===== src/rtl/sram_arbiter.sv =====
// Arbiter sharing one single-port SRAM bus between instruction fetch and load/store.
// Optional ARB_TIMEOUT_EN: force completion (read data 0, timeout_o pulse) after TIMEOUT_CYC bus-wait cycles.
module sram_arbiter #(
    parameter int ADDR_W      = 32,
    parameter int DATA_W      = 32,
    parameter int TIMEOUT_CYC = 255
) (
    input  logic                clk,
    input  logic                rst,
    input  logic                hold_i,
    input  logic                if_ce_i,
    input  logic [ADDR_W-1:0]   if_addr_i,
    output logic [DATA_W-1:0]   if_data_o,
    output logic                if_ready_o,
    input  logic                d_ce_i,
    input  logic                d_we_i,
    input  logic [DATA_W/8-1:0] d_sel_i,
    input  logic [ADDR_W-1:0]   d_addr_i,
    input  logic [DATA_W-1:0]   d_wdata_i,
    output logic [DATA_W-1:0]   d_rdata_o,
    output logic                d_ready_o,
    output logic                bus_req_o,
    output logic                bus_we_o,
    output logic [DATA_W/8-1:0] bus_sel_o,
    output logic [ADDR_W-1:0]   bus_addr_o,
    output logic [DATA_W-1:0]   bus_wdata_o,
    input  logic [DATA_W-1:0]   bus_rdata_i,
    input  logic                bus_ack_i,
    output logic                stallreq_o,
    output logic                timeout_o
);

    typedef enum logic [1:0] {IDLE, D_BUSY, IF_BUSY} state_t;

    state_t state;
    logic   if_done, d_done;
    logic   advance;
    logic   expire;
    logic   done_now;

    assign stallreq_o = (if_ce_i & ~if_done) | (d_ce_i & ~d_done);
    assign advance    = ~stallreq_o & ~hold_i;
    assign if_ready_o = if_done;
    assign d_ready_o  = d_done;
    assign done_now   = bus_ack_i | expire;

`ifdef ARB_TIMEOUT_EN
    localparam int CNT_W = ($clog2(TIMEOUT_CYC + 1) > 8) ? $clog2(TIMEOUT_CYC + 1) : 8;

    logic [CNT_W-1:0] wait_cnt;

    assign expire = (state != IDLE) && (wait_cnt == CNT_W'(TIMEOUT_CYC - 1));

    // Every BUSY period is entered from IDLE, so holding the count at 0 there restarts it per access.
    always_ff @(posedge clk) begin
        if (!rst || state == IDLE)
            wait_cnt <= '0;
        else
            wait_cnt <= wait_cnt + 1'b1;
    end

    always_ff @(posedge clk) begin
        if (!rst)
            timeout_o <= 1'b0;
        else
            timeout_o <= expire & ~bus_ack_i;
    end
`else
    assign expire    = 1'b0;
    assign timeout_o = 1'b0;
`endif

    always_ff @(posedge clk) begin
        if (!rst) begin
            state       <= IDLE;
            if_done     <= 1'b0;
            d_done      <= 1'b0;
            if_data_o   <= '0;
            d_rdata_o   <= '0;
            bus_req_o   <= 1'b0;
            bus_we_o    <= 1'b0;
            bus_sel_o   <= '0;
            bus_addr_o  <= '0;
            bus_wdata_o <= '0;
        end else begin
            // Clear first so a completion on the same edge still leaves its flag set.
            if (advance) begin
                if_done <= 1'b0;
                d_done  <= 1'b0;
            end
            case (state)
                IDLE: begin
                    if (d_ce_i && !d_done) begin
                        state       <= D_BUSY;
                        bus_req_o   <= 1'b1;
                        bus_we_o    <= d_we_i;
                        bus_sel_o   <= d_sel_i;
                        bus_addr_o  <= d_addr_i;
                        bus_wdata_o <= d_wdata_i;
                    end else if (if_ce_i && !if_done) begin
                        state       <= IF_BUSY;
                        bus_req_o   <= 1'b1;
                        bus_we_o    <= 1'b0;
                        bus_sel_o   <= '1;
                        bus_addr_o  <= if_addr_i;
                        bus_wdata_o <= '0;
                    end
                end
                D_BUSY, IF_BUSY: begin
                    if (done_now) begin
                        state       <= IDLE;
                        bus_req_o   <= 1'b0;
                        bus_we_o    <= 1'b0;
                        bus_sel_o   <= '0;
                        bus_addr_o  <= '0;
                        bus_wdata_o <= '0;
                        if (state == D_BUSY) begin
                            d_done <= 1'b1;
                            if (!bus_we_o)
                                d_rdata_o <= bus_ack_i ? bus_rdata_i : '0;
                        end else begin
                            if_done   <= 1'b1;
                            if_data_o <= bus_ack_i ? bus_rdata_i : '0;
                        end
                    end
                end
                default: state <= IDLE;
            endcase
        end
    end

endmodule


===== config.mk =====
export PLATFORM = sky130hd
export DESIGN_NAME = sram_arbiter
export DESIGN_NICKNAME = d
export VERILOG_FILES = /design/src/rtl/sram_arbiter.sv
export SDC_FILE = /design/constraint.sdc
export NUM_CORES = 1
export LEC_CHECK = 0
export ABC_CLOCK_PERIOD_IN_PS = 3100
export CAP_MARGIN = 0
export CELL_PAD_IN_SITES_DETAIL_PLACEMENT = 1
export CELL_PAD_IN_SITES_GLOBAL_PLACEMENT = 1
export CORE_MARGIN = 3
export CORE_UTILIZATION = 31
export CTS_CLUSTER_DIAMETER = 200
export DETAILED_ROUTE_END_ITERATION = 8
export PLACE_DENSITY = 0.95
export SLEW_MARGIN = 20
export SYNTH_ARGS = -nofsm -noshare
export SYNTH_HDL_FRONTEND = slang
export SYNTH_SLANG_ARGS = --single-unit

===== constraint.sdc =====
create_clock -name clk -period 3.1 [get_ports clk]
set_input_delay 0.93 -clock clk [delete_from_list [all_inputs] [get_ports clk]]
set_output_delay 0.93 -clock clk [all_outputs]
set_load 0.05 [all_outputs]

# Word-level counts from Yosys, hierarchy flattened
# Cells that the tools add are included.
# word_totals
reg_bits	138
inputBits	139
out_inout_bits	138
wordCells	65
# op_classes
n_eq_ne	4
muxes	30
n_bitwise	10
reduce_logical	11
# op_table
operator	n
32-bit two-way mux	5
32-bit case mux with 2 select lines	2
1-bit two-way mux	13
4-bit two-way mux	3
4-bit case mux with 2 select lines	1
2-bit two-way mux	3
1-bit inverter	6
3-bit AND reduction	2
1-bit case mux with 2 select lines	2
2-bit case mux with 2 select lines	1
4-bit AND reduction	1
1-bit bitwise AND	3
3-bit != test (second input constant)	1
2-bit by 1-bit == test with 1-bit output (second input constant)	1
2-bit == test (second input constant)	1
1-bit logical AND	2
1-bit logical NOT	2
2-bit logical NOT	1
2-bit != test (second input constant)	1
2-bit AND reduction	1
2-bit nonzero test	1
2-bit OR reduction	1
1-bit bitwise OR	1

# Longest topological paths before layout
# Gate-level depths: netlist of the first run.
# depth
ltp_word	9
mapped_depth	8
mapped_depth_nobuf	6

# Worst setup path before layout of the first run
# OpenSTA, ideal clock, no wires.
# synth_timing
path_type	input to output
from	in if_ce_i
to	out stallreq_o
arrival_ps	1366
t_required_ps	2170
slack_ps	804
stages	2
n_path_buf	0
cell_sequence	nand2b_1 -> nand2_1
# synth_via
elab_chain_cells	2
# synth_rtl
element	line	source
start: declaration	11	input logic if_ce_i,
1-bit bitwise AND	41	assign stallreq_o = (if_ce_i & ~if_done) | (d_ce_i & ~d_done);
1-bit bitwise OR	41	
end: declaration	29	output logic stallreq_o,
# No other way between the ends.

# Worst setup path after layout of the first run
# layout_timing
from	in d_ce_i
to	out stallreq_o
# layout_via
elab_chain_cells	2
# layout_rtl
element	line	source
start: declaration	15	input logic d_ce_i,
1-bit bitwise AND	41	
1-bit bitwise OR	41	
# No other way between the ends.

==> results.md, run 1 <==
- Die W: approximately 140 µm
- Starting Density: 0.320
- Port buffer count: 275
- Core area: 16800 µm²
- Routed wire length: 20000 µm
- Vias: between 5000 and 6000
- Setup ws final: ~0.33 ns
- Hold Crit Depth: 2
- Grt ovf: 0
- EDFF count, synth: 0
- Final period util: 0.894
- Syn Area/Cell: 9.69 µm²
- Die Ht: 138 µm
- CTS Buf Count: 17
- RSZ-0062 raised after global routing: no
- DRT iter0 DRCs: 193
- Post-DR vias/cell: 4.81
- Cell Area, Placed: a little over 8000 µm²
- Post-Synthesis Cells: around 560
- Tightest Hold Check Type: flop to flop
- Setup Buffers After CTS: 0
- GRT Util Overall: 0.207
- Global-route wire length before repair: ~30000 µm
- R2R depth: 7
- Worst EP required: between 2 and 2.5 ns
- Ys async rst share: 0
- Placed Instances: 1019
- Dpl ws: around 0.32 ns
- DRC viols: 0
- Top-count cell post-synth: dfxtp_1
- WL per Instance: 19.1 µm
- Clk slew on worst S/H paths: 0.06 ns
- Synth Flop Type: dfxtp_1
- Commonest cells post-synth: dfxtp_1 (138), nand2_1 (135), a21boi_0 (69), and2_1 (34), a22o_1 (33)
- Final setup TNS: 0 ns
- Mapped Area: 5390 µm²
- Initial DRT Pass Iterations: 4
- Fin area: approximately 9000 µm²
- Final Max Tran Viols: 0
- Outcome: finished, final reports clean
- Data arrival, critical path: 1.84 ns
- Synth cell types: 27
- CP Class: input port to primary output
- Root buffer cell: clkbuf_16
- Final count of hold timing violations: 0
- Largest net degree at the start of global routing: 51
- Clk sinks: 138
- Later-pin clock latency in the skew report: approximately 0.42 ns
- Layout Nets: 960
- # setup viols final: 0
- Share of the synthesized area in the top cell type: 0.513
- Finished Core Util: 0.533
- CTS H-Tree Depth: 4
- I/O pin cnt: 277
- Share of cells above drive strength 1: 0.0627
- Cell Count, Final, Fillers Out: approximately 1000
- Slew @ Worst Pin: roughly 0.66 ns
- Mapped Nets: 698
- Vias in the first global route: 5502
- Lkg Pwr: 3.31 nW
- Yosys top cell by area: dfxtp_1
- Detailed Place HPWL: 14300 µm
- Antenna diodes: 0
- Synth Register Bits: 138
- Initial antenna violation count: 0
- Synthesis Warnings: 0
- Worst setup SP type: input port
- FP Rows: 47
- Fin Clk Skew: 0.00913 ns
- CTS tree: done
- Max cap viols: 0
- Clock buffer depth: 2
- CP max FO: 8
- Cts hold-fix bufs: 0
- Worst VDD drop: 0.381 mV
- Synth-to-layout area growth: 66.6%
- Sequential element share of the synthesized area: 0.513
- Post-layout min period: 2.77 ns
- Synth area leaders: dfxtp_1 (51%), a21boi_0 (9.6%), nand2_1 (9.4%)
- Power Dens Cells: 686 nW/µm²
- Crit path capture type: primary output
- Fmax: 361 MHz
- GPL Wtd Cong: 0.779
- Relative slew margins: 0.557
- Die area: roughly 19000 µm²
- Post-DRT Antenna Nets: 0
- PostCTS Resize Cnt: 0
metrics by stage:
stage / total power, mW / hold WS [ns]
after global routing: 6.44 / 0.485
after CTS: 6.23 / 0.469
after detailed placement: 3.91 / 0.458
final: 6.16 / 0.467
after global placement: 3.86 / 0.449
after floorplan: 3.22 / 0.491
logic make-up after synthesis:
group | synth area share
compound gates | 0.218
fa+ha+maj | 0.00697
buf+inv | 0.0485
flops | 0.513
mux | 0.0595
other cells | 0.000696
simple gates | 0.154
routing by layer:
layer / part of all wire / up-vias / track usage
li1: - / 2420 / -
met1: 0.38 / 2413 / 0.221
met2: 0.51 / 181 / 0.370
met3: 0.085 / 33 / 0.0774
met4: 0.024 / 0 / 0.0796
met5: 0 / - / 0
registers in the layout, summed over array words and instances (netlist names):
| signal | flops |
|---|---|
| bus_addr_o | 32 |
| bus_req_o | 1 |
| bus_sel_o | 4 |
| bus_wdata_o | 32 |
| bus_we_o | 1 |
| d_rdata_o | 32 |
| d_ready_o | 1 |
| if_data_o | 32 |
| if_ready_o | 1 |
| state | 2 |
area by class of cell:
type	instances	area [µm²]
repair buffers	288	2890
flip-flops and latches	138	2760
multi-input cells	371	2370
fillers	1838	7850
clock inverters	10	191
well taps	220	275
inverters	2	7.51
clock buffers	20	467
critical path, cell delays in order:
cell and delay, ns:
clkdlybuf4s50_1 0.53, nand2b_4 0.11, nand2_1 0.12, buf_12 0.14
cells in the final DEF, fill, tap and decap left out, drive strengths merged, types with 3 or more instances in the layout:
cell type      Yosys  routed
nand2            135     135
a21boi            70      70
ha                 3       3
a21oi              5       5
bufinv             0       5
nor2b              5       5
mux2i             32      32
clkdlybuf4s50      0     273
o2bb2ai           32      32
clkinv             0       3
clkbuf            22      20
and2              34      34
a22o              33      33
o21ai              8       8
dfxtp            138     138
buf               23      15
nand2b             4       4
worst paths after layout:
path                 startpoint              end  slack (ns)
setup / recovery         d_ce_i       stallreq_o        0.33
hold / removal    if_data_o[11]    if_data_o[11]        0.47
setup reg to reg       state[0]  bus_wdata_o[15]        1.04
hold reg to reg   if_data_o[11]    if_data_o[11]        0.47
where the power goes:
part / switching (mW) / internal [mW]
clock: 0.793 / 1.49
sequential: 0.102 / 1.95
combinational: 1.13 / 0.692
No activity file was read; power rests on OpenSTA's default activity.
==> run 2: changes to the inputs <==
- CORE_MARGIN: 3 -> 2
- GPL_TIMING_DRIVEN: unset -> 0
==> results.md, run 2 (synthesis results as in run 1) <==
- Outcome: finished, final reports clean
- Cts hold-fix bufs: 0 (unchanged)
- Fillers: 1942 (+5.7%)
- Relative slew margins: 0.625 (+0.0675)
- Clock buffer depth: 2 (unchanged)
- CTS H-Tree Depth: 4 (unchanged)
- Die Ht: 136 µm (-1.5%)
- Placed Instances: 1056 (+3.6%)
- Fin area: 9080 µm² (+1.3%)
- WL per Instance: 18.7 µm (-2.1%)
- Fin Clk Skew: 0.00938 ns (+0.000257 ns)
- CP Class: input port to primary output
- DRT iter0 DRCs: 157 (-19%)
- Worst reg-to-reg setup slack: 0.93 ns (-0.11 ns)
- CP max FO: 8 (unchanged)
- HP Start: d_rdata_o[3]
- Cell Area, Placed: 8420 µm² (+1.3%)
- Slowest-stage cell, CP: clkdlybuf4s50_1
- Later-pin clock latency in the skew report: 0.41 ns (about the same)
- I/O pin cnt: 277 (unchanged)
- Finished Core Util: 0.531 (-0.00270)
- DRC viols: 0 (unchanged)
- Detailed Place HPWL: 15500 µm (+8.1%)
- Worst path bufs/invs: 2 (unchanged)
- Tightest Hold Check Type: flop to flop
- CTS Buf Count: 17 (unchanged)
- Multi-input gate area: 2360 µm² (-0.53%)
- Power Dens Cells: 682 nW/µm² (-0.69%)
- R2R depth: 8 (+1)
- Initial antenna violation count: 1 (+1)
- Setup ws final: 0.149 ns (-0.179 ns)
- Final count of hold timing violations: 0 (unchanged)
- Most common cell after layout, fill and taps aside: clkdlybuf4s50_1
- Crit-path max cell delay: 0.53 ns (about the same)
- Worst EP required: 2.17 ns (about the same)
- Overall Power: 6.19 mW (+0.56%)
- GPL Wtd Cong: 0.782 (+0.40%)
- Max cap viols: 0 (unchanged)
- Die W: 136 µm (-1.5%)
- Cell Count, Final, Fillers Out: 1088 (+3.7%)
- Crit path capture type: primary output
- Clk slew on worst S/H paths: 0.05 ns (about the same)
- # setup viols final: 0 (unchanged)
- Post-DRT Antenna Nets: 0 (unchanged)
- Fmax: 339 MHz (-6.1%)
- Final period util: 0.952 (+0.0576)
- Die area: 18400 µm² (-2.9%)
- Reg area: 2760 µm² (unchanged)
- Slew @ Worst Pin: 0.561 ns (-0.103 ns)
- Core area: 17100 µm² (+1.8%)
- Routed wire length: 20300 µm (+1.5%)
- Most frequent cells in the layout: clkdlybuf4s50_1 (274), dfxtp_1 (138), nand2_1 (135)
- Layout Nets: 992 (+3.3%)
- Starting Density: 0.315 (-0.00557)
- Share of cells above drive strength 1: 0.0673 (+0.00456)
- Worst VDD drop: 0.357 mV (-6.2%)
- Worst Hold End: d_rdata_o[3]
- Clk sinks: 138 (unchanged)
- Post-layout min period: 2.95 ns (+0.179 ns)
- Worst setup SP type: input port
- Vias in the first global route: 5532 (+0.55%)
- Hold Crit Depth: 2 (unchanged)
- CTS tree: done
- Reg2Reg Launch Point: state[0]
- RSZ-0062 raised after global routing: no
- Root buffer cell: clkbuf_16
- Post-DR vias/cell: 4.78 (-0.55%)
- Synth-to-layout area growth: 68.6%
- Final Max Tran Viols: 0 (unchanged)
- Critical Path, Cell by Cell: clkdlybuf4s50_1, nand2b_4, nand2_1, clkdlybuf4s15_2
- Grt ovf: 0 (unchanged)
- WP depth: 4 (unchanged)
- Largest net degree at the start of global routing: 17 (-67%)
- R2r endpoint: if_data_o[22]
- Initial DRT Pass Iterations: 4 (unchanged)
- Port buffer count: 275 (unchanged)
- Vias: 5206 (+3.2%)
- Data arrival, critical path: 2.02 ns (+0.18 ns)
- Lkg Pwr: 3.37 nW (+1.7%)
- GRT Util Overall: 0.219 (+0.0116)
- CP delay by family, top: buffers and inverters
- FP Rows: 48 (+2.1%)
- Global-route wire length before repair: 30800 µm (+2.1%)
- Dpl ws: -0.307 ns (-0.629 ns)
run 2: routing by layer:
layer	up-vias	track usage	wire length [µm]
met5	-	0	0
met4	0	0.0752	406
met3	25	0.0753	1630
met2	184	0.393	10500
met1	2500	0.239	7760
li1	2497	-	-
run 2: final cells by class:
class | instances | share of cell area
sequential | 138 | 0.304
inverter | 2 | 0.000826
tap | 225 | 0.0310
buffer | 45 | 0.0280
timing repair buffer | 275 | 0.303
antenna | 1 | 0.000275
clock buffer | 21 | 0.0518
clock inverter | 10 | 0.0208
multi-input combinational | 371 | 0.260
run 2: power breakdown:
group          switching, mW  internal (mW)  leakage [nW]  total, mW
Clock                  0.776           1.49         0.320       2.27
Combinational           1.15          0.719          1.92       1.87
Sequential             0.102           1.95          1.13       2.06
Total                   2.03           4.17          3.37       6.19
run 2: worst register-to-register path, cell delays in order (launching register included):
cell and delay (ns):
dfxtp_1 0.37, inv_1 0.07, ha_1 0.36, nand2_1 0.13, or2_2 0.12, clkbuf_1 0.26, clkbuf_1 0.47, nand2_1 0.11
a21boi_0 0.20
run 2: worst max path at each step:
stage | start | to | slack [ns]
CTS | d_ce_i | stallreq_o | 0.14
floorplan | if_ce_i | stallreq_o | 0.80
global route | d_ce_i | stallreq_o | 0.12
global placement | d_ce_i | stallreq_o | -0.29
finish | d_ce_i | stallreq_o | 0.15
detailed placement | d_ce_i | stallreq_o | -0.31
run 2: stage by stage:
stage / TNS [ns] / hold slack [ns]
finish: 0 / 0.461
global route: 0 / 0.491
floorplan: 0 / 0.491
CTS: 0 / 0.466
global placement: -0.292 / 0.450
detailed placement: -0.307 / 0.458
run 2: repair_timing:
item                                    in CTS  in global routing
setup buffers                                0                  0
endpoints found under the setup margin       1                  0
gates resized for setup                      3                  0
